**src/rtl/meter_core.sv**
```systemverilog
// meter_core: parking-meter timekeeper. Debounces coin buttons, adds saturating increments, counts down once per tick.
// Optional macro METER_BCD_OUT_EN adds a registered four-digit BCD copy of count on port bcd.
module meter_core #(
   parameter int unsigned TICK_CYCLES  = 100000000,
   parameter int unsigned DEB_CYCLES   = 250000,
   parameter int unsigned NUM_BTN      = 4,
   parameter int unsigned COUNT_W      = 16,
   parameter int unsigned MAX_COUNT    = 9999,
   parameter logic [NUM_BTN*COUNT_W-1:0] INC_LIST = {16'd550, 16'd200, 16'd180, 16'd10},
   parameter int unsigned PRESET_A     = 10,
   parameter int unsigned PRESET_B     = 205,
   parameter int unsigned LOW_THRESH   = 200,
   parameter int unsigned FLASH_CYCLES = 50000000
) (
   input  logic               clk,
   input  logic               reset_n,
   input  logic [NUM_BTN-1:0] btn,
   input  logic [1:0]         preset,
   output logic [COUNT_W-1:0] count,
   output logic [1:0]         state,
   output logic               display_en,
   output logic               expired_pulse
`ifdef METER_BCD_OUT_EN
   ,
   output logic [15:0]        bcd
`endif
);
   // state      | meaning
   // ST_EXPIRED | count is zero
   // ST_LOW     | 0 < count < LOW_THRESH, display flashes
   // ST_OK      | count >= LOW_THRESH, display steady
   typedef enum logic [1:0] {ST_EXPIRED = 2'b00, ST_LOW = 2'b01, ST_OK = 2'b10} state_e;

   localparam int unsigned TICK_W  = (TICK_CYCLES > 1) ? $clog2(TICK_CYCLES) : 1;
   localparam int unsigned DEB_W   = (DEB_CYCLES > 1) ? $clog2(DEB_CYCLES) : 1;
   localparam int unsigned FLASH_W = (FLASH_CYCLES > 1) ? $clog2(FLASH_CYCLES) : 1;
   localparam int unsigned EXT_W   = COUNT_W + $clog2(NUM_BTN) + 1;

   logic               rst_meta_q, rst_sync_q;
   logic [NUM_BTN-1:0] sync1_q, sync1_d, sync2_q, sync2_d;
   logic [NUM_BTN-1:0] sample_q, sample_d, sample_prev_q, sample_prev_d, press;
   logic [DEB_W-1:0]   deb_cnt_q, deb_cnt_d;
   logic [TICK_W-1:0]  tick_cnt_q, tick_cnt_d;
   logic [FLASH_W-1:0] flash_cnt_q, flash_cnt_d;
   logic [COUNT_W-1:0] count_q, count_d;
   state_e             state_q, state_d;
   logic               disp_q, disp_d, exp_q, exp_d;
   logic               deb_en, tick, dec;
   logic [EXT_W-1:0]   sum, ext;

   function automatic state_e classify(input logic [COUNT_W-1:0] c);
      if (c == '0) return ST_EXPIRED;
      else if (c < COUNT_W'(LOW_THRESH)) return ST_LOW;
      else return ST_OK;
   endfunction

   // Reset asserts immediately but releases only after two clean clock edges.
   always_ff @(posedge clk or negedge reset_n) begin
      if (!reset_n) begin
         rst_meta_q <= 1'b0;
         rst_sync_q <= 1'b0;
      end else begin
         rst_meta_q <= 1'b1;
         rst_sync_q <= rst_meta_q;
      end
   end

   always_comb begin
      sync1_d       = btn;
      sync2_d       = sync1_q;
      deb_en        = (deb_cnt_q == DEB_W'(DEB_CYCLES - 1));
      deb_cnt_d     = deb_en ? '0 : deb_cnt_q + DEB_W'(1);
      sample_d      = deb_en ? sync2_q : sample_q;
      sample_prev_d = sample_q;
      press         = sample_q & ~sample_prev_q;

      tick       = (tick_cnt_q == TICK_W'(TICK_CYCLES - 1));
      tick_cnt_d = (tick || preset != 2'b00) ? '0 : tick_cnt_q + TICK_W'(1);

      sum = '0;
      for (int i = 0; i < int'(NUM_BTN); i++) begin
         if (press[i]) sum = sum + EXT_W'(INC_LIST[i*COUNT_W +: COUNT_W]);
      end
      dec = tick && (count_q != '0);
      ext = EXT_W'(count_q) - EXT_W'(dec) + sum;

      if (preset[0]) count_d = COUNT_W'(PRESET_A);
      else if (preset[1]) count_d = COUNT_W'(PRESET_B);
      else if (ext > EXT_W'(MAX_COUNT)) count_d = COUNT_W'(MAX_COUNT);
      else count_d = ext[COUNT_W-1:0];

      state_d = classify(count_d);
      exp_d   = (count_q != '0) && (count_d == '0);

      // Any state change restarts the blink phase with the display lit.
      flash_cnt_d = '0;
      disp_d      = 1'b1;
      if (state_d == state_q && state_d != ST_OK) begin
         if (flash_cnt_q == FLASH_W'(FLASH_CYCLES - 1)) begin
            disp_d = ~disp_q;
         end else begin
            flash_cnt_d = flash_cnt_q + FLASH_W'(1);
            disp_d      = disp_q;
         end
      end
   end

`ifdef METER_BCD_OUT_EN
   logic [15:0] bcd_q, bcd_d;

   function automatic logic [15:0] to_bcd(input logic [COUNT_W-1:0] bin);
      logic [15:0] b;
      b = '0;
      for (int i = int'(COUNT_W) - 1; i >= 0; i--) begin
         for (int d = 0; d < 4; d++) begin
            if (b[d*4 +: 4] >= 4'd5) b[d*4 +: 4] = b[d*4 +: 4] + 4'd3;
         end
         b = {b[14:0], bin[i]};
      end
      return b;
   endfunction

   always_comb bcd_d = to_bcd(count_q);
   assign bcd = bcd_q;
`endif

   always_ff @(posedge clk or negedge rst_sync_q) begin
      if (!rst_sync_q) begin
         sync1_q       <= '0;
         sync2_q       <= '0;
         sample_q      <= '0;
         sample_prev_q <= '0;
         deb_cnt_q     <= '0;
         tick_cnt_q    <= '0;
         flash_cnt_q   <= '0;
         count_q       <= '0;
         state_q       <= ST_EXPIRED;
         disp_q        <= 1'b1;
         exp_q         <= 1'b0;
`ifdef METER_BCD_OUT_EN
         bcd_q         <= '0;
`endif
      end else begin
         sync1_q       <= sync1_d;
         sync2_q       <= sync2_d;
         sample_q      <= sample_d;
         sample_prev_q <= sample_prev_d;
         deb_cnt_q     <= deb_cnt_d;
         tick_cnt_q    <= tick_cnt_d;
         flash_cnt_q   <= flash_cnt_d;
         count_q       <= count_d;
         state_q       <= state_d;
         disp_q        <= disp_d;
         exp_q         <= exp_d;
`ifdef METER_BCD_OUT_EN
         bcd_q         <= bcd_d;
`endif
      end
   end

   assign count         = count_q;
   assign state         = state_q;
   assign display_en    = disp_q;
   assign expired_pulse = exp_q;
endmodule

```
**config.mk**
```make
export PLATFORM = sky130hd
export DESIGN_NAME = meter_core
export DESIGN_NICKNAME = d
export VERILOG_FILES = /design/src/rtl/meter_core.sv
export SDC_FILE = /design/constraint.sdc
export NUM_CORES = 1
export LEC_CHECK = 0
export CORE_MARGIN = 4
export CORE_UTILIZATION = 50
export CTS_BUF_LIST = sky130_fd_sc_hd__clkbuf_8 sky130_fd_sc_hd__clkbuf_16
export CTS_CLUSTER_DIAMETER = 200
export DETAILED_ROUTE_END_ITERATION = 7
export PLACE_DENSITY = 0.68
export SYNTH_ARGS = -nofsm -noshare
export SYNTH_HDL_FRONTEND = slang
export SYNTH_SLANG_ARGS = --single-unit
```
**constraint.sdc**
```tcl
create_clock -name clk -period 8.15 [get_ports clk]
set_input_delay 2.0375 -clock clk [delete_from_list [all_inputs] [get_ports clk]]
set_output_delay 2.0375 -clock clk [all_outputs]
set_load 0.01 [all_outputs]
```
==> run_results.csv <==
group,metric,value,unit
logic_synthesis,yosys_warnings,0,
min_path,hold_class,"flip-flop to asynchronous set/reset pin",
die,die-area,14100,µm²
grt,use_met1,25.8,%
die,coreArea,12000,µm²
grt,grt_pass1_vias,4659,
logic_synthesis,synth_top_cell_by_area,"dfrtp_1",
critical_path,startpoint_type,"flip-flop",
placement,numPlacedInstances,798,
run,max-cap-violations,0,
clocking,worst_skew_pair.late_latency,0.35,ns
outcome,status,"finished clean",
logic_synthesis,yosys-top-cells-area,"dfrtp_1 (44%), xor2_1 (7.3%), xnor2_1 (4.9%), ha_1 (4.7%), nor2_1 (4.2%)",
clocking,cts-root-buf,"clkbuf_16",
critical_path,slowest_delay,0.66,ns
logic_synthesis,ys_seq_area_share,44.5,%
clocking,cts_setup_buffers,0,
logic_synthesis,yosysTopAreaCellShare,44.1,%
logic_synthesis,postSynth.asyncResetShare,100,%
logic_synthesis,synth-edff-count,0,
final_layout,n_antenna_cell,0,
pwr,ir_worst_vdd,0.174,mV
critical_path,critPathCaptureType,"flip-flop",
timing,fin_crit,6.36,ns
timing,skew,0.0104,ns
final_layout,fin_cells,813,
timing,fin_crit_sh,78.1,%
critical_path,crit_fanout,27,
critical_path,crit_top_cell,"ha_1",
logic_synthesis,synth_cells,640,
logic_synthesis,synth_ff_type,"dfrtp_1",
placement,preCtsSetupSlack,1.99,ns
clocking,clockBufferDepth,2,
timing,max_freq,157,MHz
drt,viasPerCell,5.86,
critical_path,critPathArrivalTime,6.63,ns
timing,hold_viol,0,
clocking,clkTransAtPathRegs,0.08,ns
logic_synthesis,synth.distinct_cells,66,
final_layout,drive_gt1_share,6.31,%
die,fp.dieW,119,µm
die,start_util,51.0,%
logic_synthesis,yosys-top-cells-count,"dfrtp_1 (108), nor2_1 (68), nand2_1 (61), xor2_1 (51), xnor2_1 (34)",
logic_synthesis,postSynthAreaPerCell,9.57,µm²
die,io_pins,28,
drt,vias,4765,
critical_path,crit_chain,"nor4_1 > and4b_1 > and3_1 > nor2_1 > ha_1 > ha_1 > nand2b_1 > nor2_1 > xor2_1 > ha_1 > o21a_1 > o31a_1 > a211oi_1 > xor2_1 > a2111oi_1 > a31oi_4 > o21ai_1 > o21ai_2 > or4_1",
clocking,cts_max_level,3,
clocking,cts_resized,0,
placement,dp_hpwl,9210,µm
timing,rsz0062_at_grt,"no",
drt,avgRoutedWirePerCell,16.1,µm
clocking,clkSinkCount,109,
drt,ant_nets,0,
drt,firstDrtPassIters,4,
die,dieHeight,119,µm
grt,met3_usage,3.88,%
critical_path,critPathSlowestCell,"a2111oi_1",
drt,drt_wl_total,13100,µm
grt,use_met2,30.6,%
pwr,power_leakage,0.00288,µW
grt,antenna_found_initial,0,
placement,numPortBuffers,27,
timing,slew_violations,0,
final_layout,fillCellCount,1063,
timing,layout_setup_ws,1.79,ns
grt,grt_pass1_wl,22200,µm
grt,top_usage_layer,"met2",
drt,drt_iter0_drc,283,
placement,place.gp.congestion,0.918,
drt,drc_errors,0,
clocking,cts_tree,"done",
clocking,ctsHoldBuffers,0,
grt,overflow,0,
pwr,powerDensity,155,nW/µm²
final_layout,fin_nets,694,
clocking,cts_made_buffers,9,
timing,worst_pin_slew,1.13,ns
critical_path,worstSetupPathType,"flip-flop to flip-flop",
logic_synthesis,netlist_area,6130,µm²
critical_path,cp.required,8.41,ns
grt,grt_use_total,19.1,%
final_layout,syn_to_final_growth,11.2,%
die,core.rowCount,40,
logic_synthesis,synth_seq_cells,109,
timing,slew_headroom,24.7,%
logic_synthesis,synthMostInstantiatedCell,"dfrtp_1",
timing,finalSetupTns,0,ns
grt,grt_max_degree,66,
timing,setup_viol,0,
## per-stage QoR
stage	instance area, µm²	hold slack [ns]	util [%]	power, µW
after global routing	6810	0.361	56.7	1090
final	6810	0.325	56.7	1050
after global placement	6520	0.331	54.3	629
after detailed placement	6520	0.336	54.3	630
after floorplan	6130	0.331	-	605
after CTS	6810	0.349	56.7	1070
## path summary, 6_finish.rpt
path                            start         end  slack [ns]  cells past startpoint
min in group clk           sync1_q[2]  sync2_q[2]        0.35                      0
setup reg to reg             count[7]  display_en        1.79                     19
hold / removal             rst_sync_q    count[6]        0.32                      0
hold reg to reg            rst_sync_q    count[6]        0.32                      0
setup / recovery             count[7]  display_en        1.79                     19
max in group asynchronous     reset_n  rst_sync_q        6.17                      1
## final cells by class
class	instances	area, µm²	area share [%]
multi-input cells	497	3260	47.9
flip-flops and latches	109	2730	40.1
repair buffers	29	285	4.19
clock buffers	9	225	3.31
well taps	147	184	2.70
clock inverters	6	63.8	0.937
inverters	16	60.1	0.882
## power breakdown
| group | switching, µW | internal [µW] | leakage, µW |
|---|---|---|---|
| Combinational | 37.0 | 22.2 | 0.00128 |
| Sequential | 12.8 | 548 | 0.00146 |
| Clock | 198 | 237 | 0.000143 |
## cell families (layout without fill, tap and decap cells)
logic type | count (synthesis) | after routing | share of synthesized area [%]
multiplexers | 8 | 8 | 1.59
flip-flops | 109 | 109 | 44.5
AND/OR/NAND/NOR | 299 | 299 | 25.7
adder cells (fa/ha/maj) | 24 | 24 | 5.02
XOR/XNOR | 85 | 85 | 12.2
buffers and inverters | 35 | 60 | 2.27
other | 2 | 3 | 0.123
AO/OA/AOI/OAI | 78 | 78 | 8.60
## layer usage
layer / wire length (µm) / up-vias
li1: - / 2311
met1: 6180 / 2324
met2: 6190 / 106
met3: 440 / 24
met4: 291 / 0
met5: 0 / -
## flip-flops by register name, summed over array words and instances, names as in the netlist, 2 cells and up
signal	flops
sample_prev_q	4
state	2
sync1_q	4
sync2_q	4
deb_cnt_q	18
flash_cnt_q	26
tick_cnt_q	27
count	16
sample_prev_d	4
## cell usage in the layout, fill, tap and decap left out, types with 3 or more instances in the layout
cell	netlist	routed
a211oi_1	3	3
a21o_1	3	3
a21oi_1	22	22
a31oi_1	4	4
and2_1	5	5
and3_1	17	17
and4_1	6	6
clkbuf_16	0	9
clkdlybuf4s50_1	0	27
conb_1	2	3
dfrtp_1	108	107
ha_1	23	23
inv_1	14	15
mux2_2	6	6
nand2_1	61	61
nand2b_1	11	11
nand3_1	31	31
nand4_1	13	13
nor2_1	68	68
nor2b_1	7	7
nor3_1	18	18
nor4_1	27	27
nor4b_1	4	4
o211ai_1	3	3
o21ai_0	20	20
or2_2	4	4
or3_1	12	12
xnor2_1	34	34
xor2_1	51	51
## critical path, delay by kind of cell (launching register included)
kind	cells	cell delay [ns]
adders and majority gates	3	0.79
AOI/OAI and AO/OA	7	2.22
xor gates and xnor gates	2	0.33
and+or+nand+nor	7	2.45
DFF	1	0.46
No activity file was read; power rests on OpenSTA's default activity.
==> RTL edit, RTL diff (same flow settings) <==
`TICK_CYCLES`: 100000000 -> 50000000.
--- a/src/rtl/meter_core.sv
+++ b/src/rtl/meter_core.sv
@@ -2,5 +2,5 @@
 // Optional macro METER_BCD_OUT_EN adds a registered four-digit BCD copy of count on port bcd.
 module meter_core #(
-   parameter int unsigned TICK_CYCLES  = 100000000,
+   parameter int unsigned TICK_CYCLES  = 50000000,
    parameter int unsigned DEB_CYCLES   = 250000,
    parameter int unsigned NUM_BTN      = 4,
Check against the original RTL: same outputs for any inputs over 10 cycles, from zero or initial values and one cycle with reset_n low; that may be too few to reach the edited logic, so the function may still have changed.
==> RTL edit against the original RTL <==
Sequential cell count shrank 1; synthesized area shrank 0.76%; setup slack lost 0.11 ns; global-route usage is essentially flat; sequential share of layout area shrank 0.23 points; final area shrank 0.35%; total power grew 2.5%; routed wire length shrank 3.4%; non-clock buffer count grew 1; largest cell class unchanged; highest routed layer unchanged.
==> RTL edit: results (changes against the original RTL) <==
status:
  status: "complete, no violations"
synth:
  synthTopCellsByCount: "dfrtp_1 (107), nor2_1 (75), nand2_1 (55)"
  synth_ff_type: "dfrtp_1"
  synthAdderAreaFrac: 0.0486  # -0.00168
  ys_types: 62  # -6.1%
  synthTopCellsByArea: "dfrtp_1 (44%), xnor2_1 (6.3%), xor2_1 (5.9%)"
  synth_compound_area_frac: 0.0764  # -0.00964
  synth_seq_area_share: 0.445  # -0.000724
  synthMuxAreaShare: 0.0136  # -0.00235
  synthXorXnorAreaFrac: 0.130  # +0.00813
worst_setup_path:
  max_stage_delay_ns: 0.99  # +0.33 ns
  r2r_end: "flash_cnt_q[17]$_DFF_PN0_"
  endpoint: "flash_cnt_q[17]$_DFF_PN0_"
  rrSetupSlack_ns: 1.68  # -0.11 ns
  cp-startpoint: "tick_cnt_q[0]$_DFF_PN0_"
  cpMaxStageDelayCell: "xor2_2"
  crit_fanout: 27  # unchanged
  crit_arrival_ns: 6.66  # +0.03 ns
final_layout:
  finalNetCount: 689  # -0.72%
  postLayoutCellArea_um2: 6790  # -0.35%
  stdcell_count: 810  # -0.37%
  final_layout_size_suffix_gt1_frac: 0.0754  # +0.0124
  nFillCells: 1041  # -2.1%
  reg.largest.list: "flash_cnt_q (26), tick_cnt_q (26), deb_cnt_q (18)"
timing:
  timing.hold.ws_ns: 0.266  # -0.0592 ns
  worst_pin_slew_ns: 1.26  # +0.128 ns
  min_period_over_period: 0.794  # +0.0136
  skew_ns: 0.00739  # -0.00302 ns
global_route:
  grt_max_degree: 75  # +14%
  grtUsageTotal: 0.191  # -0.000255
  grt_pass1_wl_um: 21900  # -1.3%
drt:
  via_per_inst: 5.73  # -2.2%
  drt_wl_total_um: 12700  # -3.4%
placed_design:
  gp_congestion: 0.928  # +1.1%
  dp.cells: 794  # -0.50%
  dp_hpwl_um: 8940  # -3.0%
power:
  leakage_nw: 2.84  # -1.2%
worst_hold_path:
  hp-class: "flip-flop to async pin"
==> RTL edit: cell types whose count changed after synthesis, sizes merged, moves of 4 or more <==
cell   delta
and4      -4
nand2     -4
nand3     +5
nor2      +7
nor3     +10
nor4      -7
xnor2    +11
xor2      -9
==> RTL edit: layout make-up <==
class                   count  share of cell area
flip-flops and latches    108               0.399
clock inverters             4             0.00811
well taps                 147              0.0271
clock buffers              12              0.0393
multi-input cells         494               0.475
inverters                  15             0.00829
repair buffers             30              0.0431
==> RTL edit: power breakdown <==
part           switching [mW]  total, mW  internal, mW
clock network           0.199      0.464         0.266
registers              0.0116      0.554         0.543
logic                  0.0394     0.0623        0.0230
==> RTL edit: routing by layer <==
| metal | track usage | vias to the layer above | routed length [µm] |
|---|---|---|---|
| met3 | 0.0464 | 19 | 375 |
| met1 | 0.259 | 2279 | 5960 |
| met4 | 0.0623 | 0 | 308 |
| met2 | 0.303 | 66 | 6020 |
| met5 | 0 | - | 0 |
| li1 | - | 2281 | - |
